===== src/rtl/rsa_pkg.sv =====
// Shared constants and FSM encoding for the Montgomery modular multiplier.
package rsa_pkg;

    localparam int unsigned MMM_WIDTH   = 8;
    localparam int unsigned MMM_LATENCY = MMM_WIDTH + 1;

    typedef enum logic [1:0] {
        StIdle = 2'd0,
        StRun  = 2'd1,
        StSub  = 2'd2
    } mmm_state_e;

endpackage


===== src/rtl/mmm_step.sv =====
// One radix-2 Montgomery iteration: t = acc + a_i*b, then (t + t[0]*m) >> 1.
module mmm_step #(
    parameter int unsigned WIDTH = 8
) (
    input  logic [WIDTH:0]   acc_i,
    input  logic             a_bit_i,
    input  logic [WIDTH-1:0] b_i,
    input  logic [WIDTH-1:0] m_i,
    output logic [WIDTH:0]   acc_o
);

    logic [WIDTH+1:0] t;
    logic [WIDTH+1:0] u;
    logic             q;

    // acc < 2m keeps t < 3m and u < 4m, so WIDTH+2 bits never overflow.
    always_comb begin
        t     = {1'b0, acc_i} + (a_bit_i ? {2'b00, b_i} : '0);
        q     = t[0];
        u     = t + (q ? {2'b00, m_i} : '0);
        acc_o = u[WIDTH+1:1];
    end

endmodule


===== src/rtl/mmm_core.sv =====
// Iterative Montgomery multiplier: result = a*b*2^-WIDTH mod m, WIDTH+1 cycles per operation.
module mmm_core
    import rsa_pkg::*;
#(
    parameter int unsigned WIDTH = MMM_WIDTH
) (
    input  logic             clk,
    input  logic             rstb,
    input  logic             en,
    input  logic             start,
    input  logic [WIDTH-1:0] a,
    input  logic [WIDTH-1:0] b,
    input  logic [WIDTH-1:0] m,
    output logic [WIDTH-1:0] result,
    output logic             busy,
    output logic             done
);

    localparam int unsigned CntW    = $clog2(WIDTH);
    localparam logic [CntW-1:0] LastCnt = CntW'(WIDTH - 1);

    mmm_state_e       state_q, state_d;
    logic [WIDTH-1:0] a_q, a_d;
    logic [WIDTH-1:0] b_q, b_d;
    logic [WIDTH-1:0] m_q, m_d;
    logic [WIDTH:0]   acc_q, acc_d;
    logic [CntW-1:0]  cnt_q, cnt_d;
    logic [WIDTH-1:0] result_q, result_d;
    logic             busy_q, busy_d;
    logic             done_q, done_d;

    logic [WIDTH:0]   acc_step;
    logic [WIDTH:0]   acc_minus_m;

    // a_q is shifted right each iteration so bit 0 is always the current a[i].
    mmm_step #(
        .WIDTH (WIDTH)
    ) u_step (
        .acc_i   (acc_q),
        .a_bit_i (a_q[0]),
        .b_i     (b_q),
        .m_i     (m_q),
        .acc_o   (acc_step)
    );

    assign acc_minus_m = acc_q - {1'b0, m_q};

    always_comb begin
        state_d  = state_q;
        a_d      = a_q;
        b_d      = b_q;
        m_d      = m_q;
        acc_d    = acc_q;
        cnt_d    = cnt_q;
        result_d = result_q;
        busy_d   = busy_q;
        done_d   = 1'b0;
        case (state_q)
            StIdle: begin
                if (start) begin
                    a_d     = a;
                    b_d     = b;
                    m_d     = m;
                    acc_d   = '0;
                    cnt_d   = '0;
                    busy_d  = 1'b1;
                    state_d = StRun;
                end
            end
            StRun: begin
                acc_d = acc_step;
                a_d   = a_q >> 1;
                cnt_d = cnt_q + CntW'(1);
                if (cnt_q == LastCnt) begin
                    state_d = StSub;
                end
            end
            StSub: begin
                result_d = (acc_q >= {1'b0, m_q}) ? acc_minus_m[WIDTH-1:0] : acc_q[WIDTH-1:0];
                done_d   = 1'b1;
                busy_d   = 1'b0;
                state_d  = StIdle;
            end
            default: begin
                state_d = StIdle;
            end
        endcase
    end

    always_ff @(posedge clk) begin
        if (!rstb) begin
            state_q  <= StIdle;
            a_q      <= '0;
            b_q      <= '0;
            m_q      <= '0;
            acc_q    <= '0;
            cnt_q    <= '0;
            result_q <= '0;
            busy_q   <= 1'b0;
            done_q   <= 1'b0;
        end else if (en) begin
            state_q  <= state_d;
            a_q      <= a_d;
            b_q      <= b_d;
            m_q      <= m_d;
            acc_q    <= acc_d;
            cnt_q    <= cnt_d;
            result_q <= result_d;
            busy_q   <= busy_d;
            done_q   <= done_d;
        end
    end

    assign result = result_q;
    assign busy   = busy_q;
    assign done   = done_q;

endmodule


===== config.mk =====
export PLATFORM = sky130hd
export DESIGN_NAME = mmm_core
export DESIGN_NICKNAME = d
export VERILOG_FILES = /design/src/rtl/rsa_pkg.sv /design/src/rtl/mmm_step.sv /design/src/rtl/mmm_core.sv
export SDC_FILE = /design/constraint.sdc
export NUM_CORES = 1
export LEC_CHECK = 0
export CAP_MARGIN = 20
export CELL_PAD_IN_SITES_DETAIL_PLACEMENT = 1
export CELL_PAD_IN_SITES_GLOBAL_PLACEMENT = 1
export CORE_ASPECT_RATIO = 1.4
export CORE_MARGIN = 5
export CORE_UTILIZATION = 40
export CTS_BUF_LIST = sky130_fd_sc_hd__clkbuf_16
export DETAILED_ROUTE_END_ITERATION = 7
export MAX_ROUTING_LAYER = met4
export PLACE_DENSITY = 0.76
export SYNTH_ARGS = -nofsm -noshare
export SYNTH_HDL_FRONTEND = slang
export SYNTH_SLANG_ARGS = --single-unit

===== constraint.sdc =====
create_clock -name clk -period 5.2 [get_ports clk]
set_input_delay 1.3 -clock clk [delete_from_list [all_inputs] [get_ports clk]]
set_output_delay 1.3 -clock clk [all_outputs]
set_load 0.1 [all_outputs]

==> impl_metrics.tcl, run 1 <==
set metrics [dict create \
    pwr-share-clk_pct 38.7 \
    p_int_uw 615 \
    finalSetupTns_ps 0 \
    yosysTopAreaCell "dfxtp_1" \
    slew_headroom_pct 34.8 \
    r2r-start "a_q[0]" \
    area_delta_synth_final_pct 19.0 \
    worst_pin_slew_ps 976 \
    synth_seq_cells 48 \
    p_sw_share_pct 26.9 \
    overflow 0 \
    die_area_sq_mm 0.00977 \
    final_hold_viol_count 0 \
    holdCritPathClass "reg2reg" \
    whs_endpoint "b_q[2]" \
    finalPower_uw 841 \
    netlist.area_leader.share_pct 30.5 \
    drt-initial-drc-count 69 \
    max_cap_violations 0 \
    holdBufCountCts 0 \
    async_flop_share_pct 0 \
    diodes 0 \
    final_common_cell "nand2_1" \
    hpwl_microns 6230 \
    vias 2770 \
    synth_area_leaders "dfxtp_1, ha_1, nand2_1, a21boi_0, and2_1" \
    first_pass_iters 4 \
    ys_warn_count 0 \
    fillers 954 \
    sequentialPowerShare_pct 46.3 \
    cellPowerDensity_mw_per_mm2 225 \
    syn_area_sq_mm 0.00315 \
    remaining_drc_errors 0 \
    ir_drop_v 0.000142 \
    synth_ff_type "dfxtp_1" \
    routabilityCongestion 0.868 \
    core_sq_mm 0.00770 \
    grt_start_max_net_pins 44 \
    grt_pass1_vias 2985 \
    p_leak_uw 0.00158 \
    clk_latency_ps 300 \
    rows 38 \
    rrSetupSlack_ps 1740 \
    syn_nets 439 \
    die_x_microns 85.0 \
    drive_gt1_share_pct 3.62 \
    p_switching_uw 226 \
    min_path_cells 2 \
    vias_per_cell 5.39 \
    cts-htree-levels 2 \
    rr_worst_depth 16 \
    combPwrFrac_pct 15.0 \
    initial_core_util_pct 40.9 \
    final_cell_mix "nand2_1, dfxtp_1, clkdlybuf4s50_1, a21boi_0, ha_1" \
    final_nets 470 \
    fin_crit_sh_pct 66.5 \
    synth_area_per_cell_sq_um 8.24 \
    synthCells 382 \
    worstHoldStart "b_q[2]" \
    crit_type "reg2reg" \
    grt_pass1_wl_microns 13700 \
    cts.clk_slew.worst_paths_ps 70 \
    fin_skew_ps 6.47 \
    worst-path-max-fanout 9 \
    postCtsSetupRepairBufs 0 \
    io_pins 38 \
    crit_path_start_kind "flip-flop" \
    arrival_ps 3640 \
    ant_nets 0 \
    finalMaxSlewViolations 0 \
    fp.dieH_microns 115 \
    portBuffers 37 \
    rsz0062_at_grt "no" \
    r2r-end "acc_q[7]" \
    outcome "completed" \
    cts-resized-gates 0 \
    wl_per_cell_microns 15.5 \
    ys_seq_area_share_pct 30.5 \
    end_kind "flip-flop" \
    fmax_ghz 0.289 \
    numCtsBuffers 5 \
    clk_path_buf_depth 2 \
    synth-edff-count 0 \
    wl_microns 7970 \
    cts_root_buf "clkbuf_16" \
    antenna_found_initial 0 \
    fin_crit_ps 3460 \
    cts_tree "done" \
    grtUsageTotal_pct 17.8 \
    cts_sinks 48 \
    synthDistinctLibCells 40 \
    crit_required_ps 5380 \
    setup_viol 0 \
]
==> worst max-delay path by stage <==
| stage | startpoint | end | slack (ps) | cells after the start |
|---|---|---|---|---|
| 3_3_place_gp | en | b_q[0] | 1780 | 6 |
| 4_1_cts | a_q[0] | acc_q[7] | 1690 | 16 |
| 6_report | a_q[0] | acc_q[7] | 1740 | 16 |
| 3_5_place_dp | en | m_q[5] | 1670 | 6 |
| 2_1_floorplan | a_q[0] | acc_q[7] | 2130 | 16 |
| 5_1_grt | a_q[0] | acc_q[8] | 1480 | 16 |
==> stage by stage <==
step | hold slack [ps] | setup slack [ps] | cells | util [%] | cell area (sq um)
after floorplan | 439 | 2130 | 382 | - | 3150
after global placement | 452 | 1780 | 505 | 46.7 | 3590
after detailed placement | 463 | 1670 | 505 | 46.7 | 3590
after CTS | 472 | 1690 | 513 | 48.5 | 3740
after global routing | 501 | 1480 | 514 | 48.6 | 3740
final | 466 | 1740 | 514 | 48.6 | 3740
==> cell type report <==
class / count / area (sq um) / share of cell area, %
multi-input combinational: 303 / 2070 / 55.2
sequential: 48 / 961 / 25.7
timing repair buffer: 40 / 393 / 10.5
clock buffer: 5 / 125 / 3.34
tap: 100 / 125 / 3.34
inverter: 15 / 56.3 / 1.50
clock inverter: 3 / 18.8 / 0.501
==> worst max-delay path: stages (launching register included) <==
cell and delay, ps:
dfxtp_1 430, and2_1 170, ha_1 200, inv_1 80, fa_1 420, nor2b_1 170, o31a_1 170, o21ai_0 140
nor2b_1 190, xnor2_1 130, ha_1 300, or2_2 310, a21o_1 200, nand2_1 80, xnor2_1 140, xnor2_1 140
o21ai_0 80
==> cells in the mapped netlist, types with 12 or more instances <==
library cell  instances
nor2_1               15
clkbuf_1             14
inv_1                15
o21ai_0              21
nand3_1              15
a21oi_1              18
nor2b_1              12
nand2_1              56
and2_1               21
ha_1                 26
dfxtp_1              48
a21boi_0             26
==> flip-flops by register name (all words and copies together), names as in the netlist <==
name     count
state_q      2
done         1
m_q          8
cnt_q        3
b_q          8
acc_q        9
a_q          8
busy         1
result       8
==> power groups by stage <==
stage	Sequential [uW]	Clock (uW)	Combinational (uW)
after floorplan	398	0	80.2
after global placement	397	0	123
after detailed placement	398	0	127
after CTS	389	333	128
after global routing	391	347	141
final	389	325	126
==> cell families after synthesis <==
| kind of cell | share of synthesized area, % |
|---|---|
| buf+inv | 3.86 |
| fa+ha+maj | 12.2 |
| simple gates | 20.9 |
| xor+xnor | 4.45 |
| flops | 30.5 |
| compound gates | 25.8 |
| mux | 2.23 |
==> metal layers <==
layer	track usage [%]	wire length, microns	vias to the layer above	part of all wire, %
met4	6.44	199	0	2.5
met2	32.6	4230	33	53
met3	2.65	225	10	2.8
met5	-	0	-	0
li1	-	-	1412	-
met1	19.3	3310	1315	42
(Power assumes the default switching activity.)
==> inputs of run 2 (changes only) <==
--- a/config.mk
+++ b/config.mk
@@ -10,11 +10,11 @@
 export CELL_PAD_IN_SITES_GLOBAL_PLACEMENT = 1
 export CORE_ASPECT_RATIO = 1.4
 export CORE_MARGIN = 5
-export CORE_UTILIZATION = 40
+export CORE_UTILIZATION = 38
 export CTS_BUF_LIST = sky130_fd_sc_hd__clkbuf_16
 export DETAILED_ROUTE_END_ITERATION = 7
 export MAX_ROUTING_LAYER = met4
-export PLACE_DENSITY = 0.76
+export PLACE_DENSITY = 0.75
 export SYNTH_ARGS = -nofsm -noshare
 export SYNTH_HDL_FRONTEND = slang
 export SYNTH_SLANG_ARGS = --single-unit
==> constraint.sdc (replaced) <==
create_clock -name clk -period 3.1 [get_ports clk]
set_input_delay 0.775 -clock clk [delete_from_list [all_inputs] [get_ports clk]]
set_output_delay 0.775 -clock clk [all_outputs]
set_load 0.1 [all_outputs]
==> run 2 against run 1 <==
Global-route usage fell by 0.55 points. Critical path depth did not move. Combinational power rose by 72%. Core utilization fell by 0.55 points. Worst setup slack got worse by 1600 ps. Final area rose by 4.6%. Critical path type unchanged. Largest cell class unchanged. Largest power group unchanged.
==> impl_metrics.tcl, run 2 (synthesis gave the netlist of run 1 again) <==
set metrics [dict create \
    outcome "completed" \
    grt_pass1_wl_microns 13800 \
    portBuffers 37 \
    placed_cells_incl_taps 519 \
    clk_latency_ps 300 \
    design_area_sq_mm 0.00392 \
    holdCritPathClass "reg2reg" \
    die_x_microns 86.9 \
    wl_per_cell_microns 16.0 \
    wl_microns 8440 \
    p_leak_uw 0.00172 \
    cp_slowest_stage_delay_ps 370 \
    crit_type "reg2reg" \
    cts_tree "done" \
    final_common_cell "nand2_1" \
    crit_required_ps 3280 \
    fmax_ghz 0.333 \
    final_hold_viol_count 0 \
    cts_sinks 48 \
    fp.dieH_microns 118 \
    rsz0062_at_grt "yes" \
    initial_core_util_pct 38.6 \
    fin_crit_sh_pct 96.9 \
    top_register "acc_q" \
    vias 2825 \
    rows 39 \
    overflow 0 \
    diodes 0 \
    routabilityCongestion 0.874 \
    post-route-util_pct 48.1 \
    grtUsageTotal_pct 17.2 \
    end_kind "flip-flop" \
    cts-htree-levels 2 \
    vias_per_cell 5.35 \
    numCtsBuffers 5 \
    ant_nets 0 \
    min_path_cells 2 \
    largest_reg_flops 9 \
    final_nets 482 \
    cp_top_family "adder cells" \
    fin_crit_ps 3000 \
    finalMaxSlewViolations 0 \
    fillers 962 \
    cellPowerDensity_mw_per_mm2 381 \
    grt_pass1_vias 2983 \
    max_cap_violations 0 \
    fin_cells 528 \
    ir_drop_v 0.000315 \
    whs_endpoint "b_q[2]" \
    crit_path_start_kind "flip-flop" \
    holdBufCountCts 0 \
    cts.clk_slew.worst_paths_ps 60 \
    drt-initial-drc-count 49 \
    area_delta_synth_final_pct 24.4 \
    cp_common_cell "xnor2_1" \
    remaining_drc_errors 0 \
    first_pass_iters 4 \
    path_cells "and2_4 > ha_4 > inv_2 > fa_2 > nor2b_2 > o31a_1 > o21ai_2 > nor2b_4 > xnor2_2 > ha_2 > or2_4 > a21o_1 > nand2_2 > xnor2_1 > xnor2_1 > o21ai_0" \
    finalPower_uw 1490 \
    cts_root_buf "clkbuf_16" \
    clk_path_buf_depth 2 \
    die_area_sq_mm 0.0102 \
    core_sq_mm 0.00815 \
    cpMaxStageDelayCell "fa_2" \
    slew_headroom_pct 54.3 \
    worst-path-max-fanout 5 \
    drive_gt1_share_pct 12.4 \
    hpwl_microns 6510 \
    final_cell_mix "nand2_1, dfxtp_1, clkdlybuf4s50_1, a21boi_0, buf_4" \
    worst_pin_slew_ps 679 \
    r2r-end "acc_q[7]" \
    worstHoldStart "b_q[2]" \
    fin_skew_ps 8.19 \
    r2r-start "a_q[0]" \
    place_area_sq_mm 0.00366 \
    rr_worst_depth 16 \
    io_pins 38 \
    grt_start_max_net_pins 30 \
    crit_buf_inv 1 \
    setup_viol 0 \
    arrival_ps 3180 \
    rrSetupSlack_ps 100 \
    antenna_found_initial 0 \
]
## run 2: layout make-up
class	instances	area (sq um)	area share (%)
Timing Repair Buffer	52	458	11.7
Clock buffer	5	125	3.19
Multi-Input combinational cell	303	2150	54.8
Clock inverter	3	38.8	0.990
Inverter	15	56.3	1.44
Sequential cell	48	966	24.7
Tap cell	102	128	3.26
## run 2: through the flow
step / hold WS, ps / TNS (ps) / setup WS, ps
6_report: 469 / 0 / 97.6
5_1_grt: 499 / -232 / -119
4_1_cts: 471 / 0 / 2.10
3_5_place_dp: 462 / -220 / -119
3_3_place_gp: 451 / -48.9 / -26.9
2_1_floorplan: 439 / 0 / 25.5
## run 2: routing by layer
metal / wire length, microns / part of all wire (%) / global-route usage [%] / vias to the layer above
met4: 204 / 2.4 / 6.24 / 0
li1: - / - / - / 1436
met5: 0 / 0 / - / -
met3: 230 / 2.7 / 2.31 / 17
met2: 4510 / 53 / 32.2 / 37
met1: 3490 / 41 / 17.7 / 1335
## run 2: what timing repair did
action	in CTS	in global routing
setup endpoints to repair	2	2
gates resized for setup	6	18
pin swaps	0	12
setup buffers	0	1
## run 2: worst max path at each step
stage / startpoint / slack [ps] / endpoint / cells past startpoint
2_1_floorplan: a_q[0] / 30 / acc_q[7] / 16
5_1_grt: a_q[0] / -120 / acc_q[7] / 15
6_report: a_q[0] / 100 / acc_q[7] / 16
3_5_place_dp: a_q[0] / -120 / acc_q[7] / 16
4_1_cts: a_q[0] / 2 / acc_q[7] / 16
3_3_place_gp: a_q[0] / -30 / acc_q[7] / 16
## run 2: power by group
part	total [uW]	internal, uW	switching (uW)	leakage (uW)
registers	653	637	15.4	0.000391
logic	217	102	115	0.00125
clock network	623	377	246	0.0000850
## run 2: worst register-to-register path, delay by kind of cell, from the launching register on
| kind | cells | cell delay, ps |
|---|---|---|
| DFF | 1 | 360 |
| xor gates and xnor gates | 3 | 410 |
| buffers and inverters | 1 | 40 |
| and+or+nand+nor | 5 | 730 |
| adders and majority gates | 3 | 790 |
| AOI/OAI and AO/OA | 4 | 550 |
